[src/rtl/config_loader_pkg.sv]
// +----------------------------------------------------------------------+
// | config_loader_pkg: opcodes, FSM states and default sync word shared  |
// | by the configuration frame loader.            Revision: 1.0          |
// +----------------------------------------------------------------------+
`default_nettype none

package config_loader_pkg;

  localparam logic [7:0] OP_NOP   = 8'h00;
  localparam logic [7:0] OP_WRITE = 8'h01;
  localparam logic [7:0] OP_END   = 8'h0F;

  localparam logic [31:0] DEFAULT_SYNC_WORD = 32'hFAB0_FAB1;

  typedef enum logic [2:0] {
    IDLE   = 3'd0,
    CMD    = 3'd1,
    DATA   = 3'd2,
    DROP   = 3'd3,
    SETUP  = 3'd4,
    STROBE = 3'd5,
    HOLD   = 3'd6
  } state_t;

endpackage

`default_nettype wire

[src/rtl/frame_strobe_decode.sv]
// +----------------------------------------------------------------------+
// | frame_strobe_decode: registered one-hot decode of (col, frame, en)   |
// | onto the column/frame write strobe.           Revision: 1.0          |
// +----------------------------------------------------------------------+
`default_nettype none

module frame_strobe_decode #(
  parameter int NUM_COLS       = 16,
  parameter int FRAMES_PER_COL = 20
) (
  input  logic                               clk,
  input  logic                               rst_n,
  input  logic [7:0]                         col,
  input  logic [7:0]                         frame,
  input  logic                               en,
  output logic [NUM_COLS*FRAMES_PER_COL-1:0] strobe
);

  logic [NUM_COLS*FRAMES_PER_COL-1:0] hit;

  for (genvar c = 0; c < NUM_COLS; c++) begin : g_col
    for (genvar f = 0; f < FRAMES_PER_COL; f++) begin : g_frame
      assign hit[c*FRAMES_PER_COL+f] = (col == 8'(c)) && (frame == 8'(f));
    end
  end

  // Registered so the strobe can never glitch while col/frame settle.
  always_ff @(posedge clk or negedge rst_n) begin
    if (!rst_n) begin
      strobe <= '0;
    end else begin
      strobe <= en ? hit : '0;
    end
  end

endmodule

`default_nettype wire

[src/rtl/config_frame_loader.sv]
// +----------------------------------------------------------------------+
// | config_frame_loader: assembles NUM_ROWS-word frames from a bitstream |
// | word stream and strobes them into the fabric.  Revision: 1.0         |
// +----------------------------------------------------------------------+
`default_nettype none

module config_frame_loader
  import config_loader_pkg::*;
#(
  parameter int          NUM_ROWS       = 8,
  parameter int          NUM_COLS       = 16,
  parameter int          FRAMES_PER_COL = 20,
  parameter logic [31:0] SYNC_WORD      = DEFAULT_SYNC_WORD
) (
  input  logic                               CLK,
  input  logic                               resetn,
  input  logic [31:0]                        s_data_i,
  input  logic                               s_valid_i,
  output logic                               s_ready_o,
  output logic [32*NUM_ROWS-1:0]             FrameData_o,
  output logic [NUM_COLS*FRAMES_PER_COL-1:0] FrameStrobe_o,
  output logic                               busy_o,
  output logic                               done_o,
  output logic                               err_o,
  output logic [15:0]                        frame_cnt_o
);

  localparam int               ROW_W    = (NUM_ROWS > 1) ? $clog2(NUM_ROWS) : 1;
  localparam logic [ROW_W-1:0] LAST_ROW = ROW_W'(NUM_ROWS - 1);

  state_t           state;
  state_t           next_state;
  logic [ROW_W-1:0] row;
  logic [7:0]       col;
  logic [7:0]       frame;
  logic             accept;
  logic             xfer;
  logic [7:0]       opcode;
  logic             addr_ok;
  logic             load_cmd;
  logic             set_err;
  logic             set_done;
  logic             clr_stat;

  always_comb accept = state inside {IDLE, CMD, DATA, DROP};

  // Gated by resetn so the port reads 0 for the whole reset assertion.
  assign s_ready_o = accept & resetn;
  assign xfer      = s_valid_i & s_ready_o;
  assign opcode    = s_data_i[31:24];
  assign addr_ok   = ({24'd0, s_data_i[23:16]} < NUM_COLS) &&
                     ({24'd0, s_data_i[15:8]} < FRAMES_PER_COL);
  assign busy_o    = (state != IDLE);

  always_comb begin
    next_state = state;
    load_cmd   = 1'b0;
    set_err    = 1'b0;
    set_done   = 1'b0;
    clr_stat   = 1'b0;
    case (state)
      IDLE: begin
        if (xfer && (s_data_i == SYNC_WORD)) begin
          clr_stat   = 1'b1;
          next_state = CMD;
        end
      end
      CMD: begin
        if (xfer) begin
          case (opcode)
            OP_WRITE: begin
              load_cmd = 1'b1;
              if (addr_ok) begin
                next_state = DATA;
              end else begin
                set_err    = 1'b1;
                next_state = DROP;
              end
            end
            OP_END: begin
              set_done   = 1'b1;
              next_state = IDLE;
            end
            OP_NOP:  next_state = CMD;
            default: begin
              set_err    = 1'b1;
              next_state = IDLE;
            end
          endcase
        end
      end
      DATA:    if (xfer && (row == LAST_ROW)) next_state = SETUP;
      DROP:    if (xfer && (row == LAST_ROW)) next_state = CMD;
      SETUP:   next_state = STROBE;
      STROBE:  next_state = HOLD;
      HOLD:    next_state = CMD;
      default: next_state = IDLE;
    endcase
  end

  always_ff @(posedge CLK or negedge resetn) begin
    if (!resetn) begin
      state <= IDLE;
    end else begin
      state <= next_state;
    end
  end

  always_ff @(posedge CLK or negedge resetn) begin
    if (!resetn) begin
      row         <= '0;
      col         <= '0;
      frame       <= '0;
      done_o      <= 1'b0;
      err_o       <= 1'b0;
      frame_cnt_o <= '0;
    end else begin
      done_o <= set_done;

      if (clr_stat) begin
        err_o <= 1'b0;
      end else if (set_err) begin
        err_o <= 1'b1;
      end

      if (clr_stat) begin
        frame_cnt_o <= '0;
      end else if ((state == STROBE) && (frame_cnt_o != 16'hFFFF)) begin
        frame_cnt_o <= frame_cnt_o + 16'd1;
      end

      if (load_cmd) begin
        col   <= s_data_i[23:16];
        frame <= s_data_i[15:8];
        row   <= '0;
      end else if (xfer && ((state == DATA) || (state == DROP))) begin
        row <= (row == LAST_ROW) ? '0 : row + 1'b1;
      end
    end
  end

  always_ff @(posedge CLK or negedge resetn) begin
    if (!resetn) begin
      FrameData_o <= '0;
    end else if (xfer && (state == DATA)) begin
      for (int r = 0; r < NUM_ROWS; r++) begin
        if (row == ROW_W'(r)) begin
          FrameData_o[32*r +: 32] <= s_data_i;
        end
      end
    end
  end

  // Enabled in SETUP so the registered strobe lands in the STROBE cycle.
  frame_strobe_decode #(
    .NUM_COLS       (NUM_COLS),
    .FRAMES_PER_COL (FRAMES_PER_COL)
  ) u_strobe_decode (
    .clk    (CLK),
    .rst_n  (resetn),
    .col    (col),
    .frame  (frame),
    .en     (state == SETUP),
    .strobe (FrameStrobe_o)
  );

endmodule

`default_nettype wire
[config.mk]
export PLATFORM = sky130hd
export DESIGN_NAME = config_frame_loader
export DESIGN_NICKNAME = d
export VERILOG_FILES = /design/src/rtl/config_loader_pkg.sv /design/src/rtl/frame_strobe_decode.sv /design/src/rtl/config_frame_loader.sv
export SDC_FILE = /design/constraint.sdc
export NUM_CORES = 1
export LEC_CHECK = 0
export BUFFER_PORTS_ARGS = -buffer_cell sky130_fd_sc_hd__buf_4
export CAP_MARGIN = 20
export CORE_AREA = 2 2 247 249
export DETAILED_ROUTE_END_ITERATION = 7
export DIE_AREA = 0 0 249 251
export PLACE_DENSITY_LB_ADDON = 0.2
export SLEW_MARGIN = 25
export SYNTH_ARGS = -nofsm -noshare
export SYNTH_HDL_FRONTEND = slang
export SYNTH_SLANG_ARGS = --single-unit
export TNS_END_PERCENT = 1
[constraint.sdc]
create_clock -name CLK -period 1.8 [get_ports CLK]
set_input_delay 0.45 -clock CLK [delete_from_list [all_inputs] [get_ports CLK]]
set_output_delay 0.45 -clock CLK [all_outputs]
set_load 0.1 [all_outputs]
==> impl_metrics.toml, run 1 <==
[run_status]
status = "finished with violations"
violations = "setup timing"

[setup_path]
slowest_stage = "dfrtp_1"
regToRegSetupSlack_ps = -130
cp.arrival_ps = 1730
critical_path.cell_chain = "buf_12 -> or3_4 -> buf_12"
slowest_delay_ps = 400
rr_worst_depth = 7
reg2reg_to = "FrameData_o[143]"
r2r_start = "state[2]"
start_kind = "flip-flop"
worstPathRequired_ps = 1350
end_kind = "output pin"
cp_common_cell = "buf_12"
crit_fanout = 2
crit_type = "reg2out"

[clocking]
clk_latency_ps = 600
path_clk_slew_ps = 60
clockRootBuffer = "clkbuf_16"
cts.sinks = 616
cts_buffers = 67
cts_tree = "built"
clockBufferDepth = 3
cts_htree_levels = 3

[routing]
drc = 0
num_vias = 14980
final_antenna_net_count = 0
drt-initial-drc-count = 701
routed_via_density = 4.805
wire_per_inst_um = 23.43
drt_pass1_iterations = 5
routed_wl_mm = 73.06

[placement]
gp_congestion = 0.8186
placed_cells = 2986
hpwlAfterDp_mm = 50.91
io_buffers = 630
placed_cell_area_um2 = 28580

[synthesis]
synth-edff-count = 0
dominantRegCellSynth = "dfrtp_1"
synthTopCellsByArea = "dfrtp_1 72%, mux2_2 14%, nor2_1 5.7%"
syn_nets = 1581
synthTopCellsByCount = "616 x dfrtp_1, 328 x nor2_1, 272 x mux2_2, 84 x clkbuf_1, 46 x nand2_1"
synthArstFlopShare = 1.000
netlist.area_leader.share = 0.7178
synth_seq_cells = 616
yosysTopAreaCell = "dfrtp_1"
ys_types = 50
synth_area_um2 = 21470
ys_warn_count = 0
syn_area_per_cell_um2 = 13.95
seq_area_frac_synth = 0.7178
yosysMostFrequentCell = "dfrtp_1"
syn_inst = 1539

[pwr]
seq_power_share = 0.452
p_leak_nw = 16.33
pwr-share-comb = 0.128
ir_drop_uv = 868.4
p_sw_mw = 9.055
powerDensity_nw_per_um2 = 1011
sw_frac_of_total = 0.2844
clkPwrFrac = 0.420
total_power_mw = 31.84
p_int_mw = 22.79

[timing]
skew_ps = 19.17
period_share = 1.208
tightest_slew_ps = 708.1
setup_viol = 319
clock.fmax_mhz = 459.7
finalHoldViolCount = 0
worst_slack_ps = -375.1
period_needed_ps = 2175
slew_viol_final = 0
relSlewSlack = 0.5279
rsz0062_at_grt = "yes"

[global_routing]
grt_pass1_vias = 15700
grt_use_total = 0.2301
grt_max_degree = 117
grt_first_pass_wirelength_mm = 106.3
grt-ovfl-total = 0
antenna_found_initial = 4

[floorplanning]
initial_core_util = 0.3591
die_w_um = 249
die_y_um = 251
core_area_um2 = 59790
design.die.area_um2 = 62500
io_pins = 631
row_count = 90

[layout]
fillers = 5070
drive_gt1_frac = 0.5687
area_delta_synth_final_pct = 46.72
finalNetCount = 2329
design_area_um2 = 31510
instances_no_fill = 3118

[job]
max_cap_violations = 0

[worst_hold_path]
hold_class = "in2async"
-- how the worst max path moves through the flow --
stage | startpoint | endpoint | cells after the start
finish | state[0] | busy_o | 3
global route | state[2] | busy_o | 3
CTS | state[0] | busy_o | 3
detailed placement | s_data_i[9] | frame_cnt_o[12] | 8
global placement | s_data_i[16] | frame_cnt_o[12] | 8
floorplan | frame_cnt_o[3] | frame_cnt_o[13] | 5
-- registers in the layout, summed over array words and instances, names as in the netlist --
| name | flops |
|---|---|
| u_strobe_decode.strobe | 320 |
| FrameData_o | 256 |
| frame_cnt_o | 16 |
| col | 8 |
| frame | 8 |
| row | 3 |
| state | 3 |
| done_o | 1 |
| err_o | 1 |
-- per-stage QoR --
stage	setup WS, ps	hold WS (ps)	utilization	setup TNS [ps]
2_1_floorplan	-270.7	154.4	-	-17690
3_3_place_gp	-514.1	369.0	0.4780	-41960
3_5_place_dp	-476.4	371.0	0.4780	-53900
4_1_cts	-407.8	104.9	0.5188	-15800
5_1_grt	-421.8	120.0	0.5269	-47160
6_report	-375.1	105.3	0.5269	-22470
-- cell usage in the layout, fill, tap and decap left out, types with 5 or more instances in the layout --
cell / instances
nor3_2: 9
o31ai_1: 7
buf_4: 705
a21oi_1: 14
nand3_1: 7
buf_6: 25
ha_1: 6
nand2_2: 19
clkinv_2: 7
nor2_1: 249
nand3_2: 9
o21ai_0: 7
or4_1: 8
dfrtp_1: 599
clkbuf_8: 12
or3_1: 6
nor2_2: 75
buf_12: 57
mux2_2: 270
nor3_1: 5
a21oi_2: 5
nand2_1: 27
clkbuf_16: 70
nand4_1: 9
dfrtp_2: 15
inv_1: 10
clkbuf_1: 18
-- power by group through the flow --
stage	clock (mW)	combinational, mW	sequential [mW]
after global routing	14.3	4.23	14.4
after CTS	13.7	4.09	14.4
final	13.4	4.06	14.4
after floorplan	0	0.562	16.7
after detailed placement	0	4.02	14.6
after global placement	0	3.99	14.6
-- what timing repair did --
action                                  4_1_cts  5_1_grt
hold buffers                                  2        0
endpoints found under the setup margin      342      611
gates resized for setup                      62      122
hold endpoints to repair                      2        0
setup buffers                                 5        5
cloned                                        0        2
pin swaps                                     9       11
-- worst max-delay path: cells and delay by family (launching register included) --
kind | cells | cell delay, ps
buf+inv | 2 | 310
flops | 1 | 400
simple gates | 1 | 400
-- area by class of cell --
cell class	instances	area, µm²	share of cell area
Multi-Input combinational cell	800	6093	0.1934
Clock inverter	19	220.2	0.006989
Antenna cell	1	2.502	0.00007942
Sequential cell	616	15440	0.4901
Tap cell	782	978.4	0.03105
Clock buffer	98	1934	0.06139
Timing Repair Buffer	792	6800	0.2158
Inverter	10	37.54	0.001191
-- logic make-up after synthesis --
| logic type | Yosys count | share of synthesized area |
|---|---|---|
| adder cells (fa/ha/maj) | 7 | 0.004078 |
| AND/OR/NAND/NOR | 471 | 0.09806 |
| multiplexers | 272 | 0.1426 |
| buffers and inverters | 123 | 0.02237 |
| flip-flops | 616 | 0.7178 |
| AO/OA/AOI/OAI | 50 | 0.01503 |
-- routing by layer --
metal | vias to the layer above | part of all wire | track usage
li1 | 6583 | - | -
met1 | 7736 | 0.39 | 0.2776
met2 | 553 | 0.50 | 0.3863
met3 | 111 | 0.081 | 0.07621
met4 | 0 | 0.030 | 0.08225
met5 | - | 0 | 0
(Power assumes the default switching activity.)
==> run 2: changes to the inputs <==
Settings changed: CORE_AREA 2 2 247 249 to 5 5 243 245, DIE_AREA 0 0 249 251 to 0 0 248 250, SKIP_CTS_REPAIR_TIMING set to 1.
==> impl_metrics.toml, run 2 (synthesis results as in run 1) <==
[layout]
mostFrequentLayoutCells = "708 x buf_4, 599 x dfrtp_1, 270 x mux2_2"
fillers = 4724
largestRegisters = "u_strobe_decode.strobe (320), FrameData_o (256), frame_cnt_o (16)"
final_common_cell = "buf_4"
largest_register_ff_count = 320
regMostFlops = "u_strobe_decode.strobe"
finalNetCount = 2335
final_util = 0.5548
drive_gt1_frac = 0.5861
area_delta_synth_final_pct = 47.07

[global_routing]
grt_first_pass_wirelength_mm = 105.3
grt-ovfl-total = 0
grt_pass1_vias = 15770
antenna_found_initial = 0
grt_use_total = 0.2266
grt_max_degree = 139

[run_status]
violations = "setup timing"
status = "finished with violations"

[clocking]
cts_tree = "built"
path_clk_slew_ps = 60
cts_buffers = 67
clockBufferDepth = 3
cts_htree_levels = 3
clockRootBuffer = "clkbuf_16"
clk_latency_ps = 610
cts.sinks = 616

[pwr]
ir_drop_uv = 812.6
p_int_mw = 23.10
clkPwrFrac = 0.424
pwr-share-comb = 0.127
powerDensity_nw_per_um2 = 1016
total_power_mw = 32.09
p_leak_nw = 16.33
p_sw_mw = 8.996
sw_frac_of_total = 0.2803
seq_power_share = 0.449

[worst_hold_path]
hold_class = "in2reg"

[setup_path]
slowest_delay_ps = 410
start_kind = "flip-flop"
crit_type = "reg2out"
worstPathRequired_ps = 1350
crit_fanout = 5
crit_family = "flip-flops"
end_kind = "output pin"
critical_path.cell_chain = "buf_6 -> or3_4 -> buf_12"
cp.arrival_ps = 1730
slowest_stage = "dfrtp_1"
crit_buf_inv = 2

[timing]
finalHoldViolCount = 0
period_share = 1.210
tightest_slew_ps = 859.6
relSlewSlack = 0.4270
period_needed_ps = 2178
worst_slack_ps = -377.8
setup_viol = 383
slew_viol_final = 0
clock.fmax_mhz = 459.2
skew_ps = 19.25
rsz0062_at_grt = "yes"

[floorplanning]
row_count = 88
design.die.area_um2 = 62000
die_y_um = 250
die_w_um = 248
initial_core_util = 0.3772
io_pins = 631
core_area_um2 = 56920

[placement]
dp_worst_setup_slack_ps = -355.1
io_buffers = 630
gp_congestion = 0.8247
hpwlAfterDp_mm = 51.48

[job]
max_cap_violations = 0

[routing]
final_antenna_net_count = 0
drc = 0
routed_wl_mm = 72.26
num_vias = 14950
wire_per_inst_um = 23.27
drt_pass1_iterations = 5
drt-initial-drc-count = 693
routed_via_density = 4.814
-- run 2: cell count changes in the layout (fill, tap and decap cells not counted), sizes merged --
| cell | delta |
|---|---|
| inv | -2 |
| bufinv | +1 |
| dlygate4sd3 | -1 |
| clkbuf | -2 |
| buf | +8 |
-- run 2: final cells by class --
type | instances | area (µm²) | area share
Inverter | 10 | 37.54 | 0.001189
Tap cell | 765 | 957.2 | 0.03031
Clock inverter | 18 | 232.7 | 0.007369
Timing Repair Buffer | 798 | 6809 | 0.2156
Clock buffer | 97 | 1979 | 0.06268
Antenna cell | 1 | 2.502 | 0.00007924
Sequential cell | 616 | 15440 | 0.4889
Multi-Input combinational cell | 800 | 6122 | 0.1939
-- run 2: worst paths after layout --
check	from	endpoint	slack, ps	cells after the start
setup / recovery	state[0]	busy_o	-380	3
hold / removal	s_data_i[3]	FrameData_o[163]	120	2
setup reg to reg	state[0]	FrameData_o[134]	-210	8
hold reg to reg	FrameData_o[186]	FrameData_o[186]	500	1
max in group asynchronous	resetn	u_strobe_decode.strobe[2]	310	5
min in group asynchronous	resetn	FrameData_o[89]	170	3
-- run 2: worst reg2reg max path, cell delays in order (launching register included) --
cell and delay, ps:
dfrtp_1 410, buf_6 140, buf_4 130, buf_4 130
nor4b_4 220, buf_6 190, nand3_2 140, buf_12 220
mux2_2 310
-- run 2: per-layer routing --
layer  track usage  vias up  routed length, µm
met5             0        -                  0
met4       0.06928        0               2114
met1        0.2753     7644              27320
met2        0.3815      566              35960
li1              -     6623                  -
met3       0.07828      114               6869
-- run 2: through the flow --
| step | instance area, µm² | cells | hold WS (ps) | TNS (ps) |
|---|---|---|---|---|
| final | 31580 | 3105 | 124.0 | -46410 |
| after global routing | 31580 | 3104 | 107.4 | -81970 |
| after CTS | 30800 | 3094 | -113.1 | -28500 |
| after detailed placement | 28590 | 2979 | 490.8 | -43940 |
| after global placement | 28590 | 2979 | 482.8 | -32090 |
| after floorplan | 21530 | 1539 | 154.4 | -17690 |
-- run 2: power by group through the flow --
| stage | sequential [mW] | combinational, mW | clock (mW) |
|---|---|---|---|
| after floorplan | 16.7 | 0.562 | 0 |
| after global placement | 14.6 | 3.98 | 0 |
| after detailed placement | 14.6 | 4.01 | 0 |
| after CTS | 14.4 | 4.01 | 13.9 |
| after global routing | 14.4 | 4.26 | 14.5 |
| final | 14.4 | 4.08 | 13.6 |
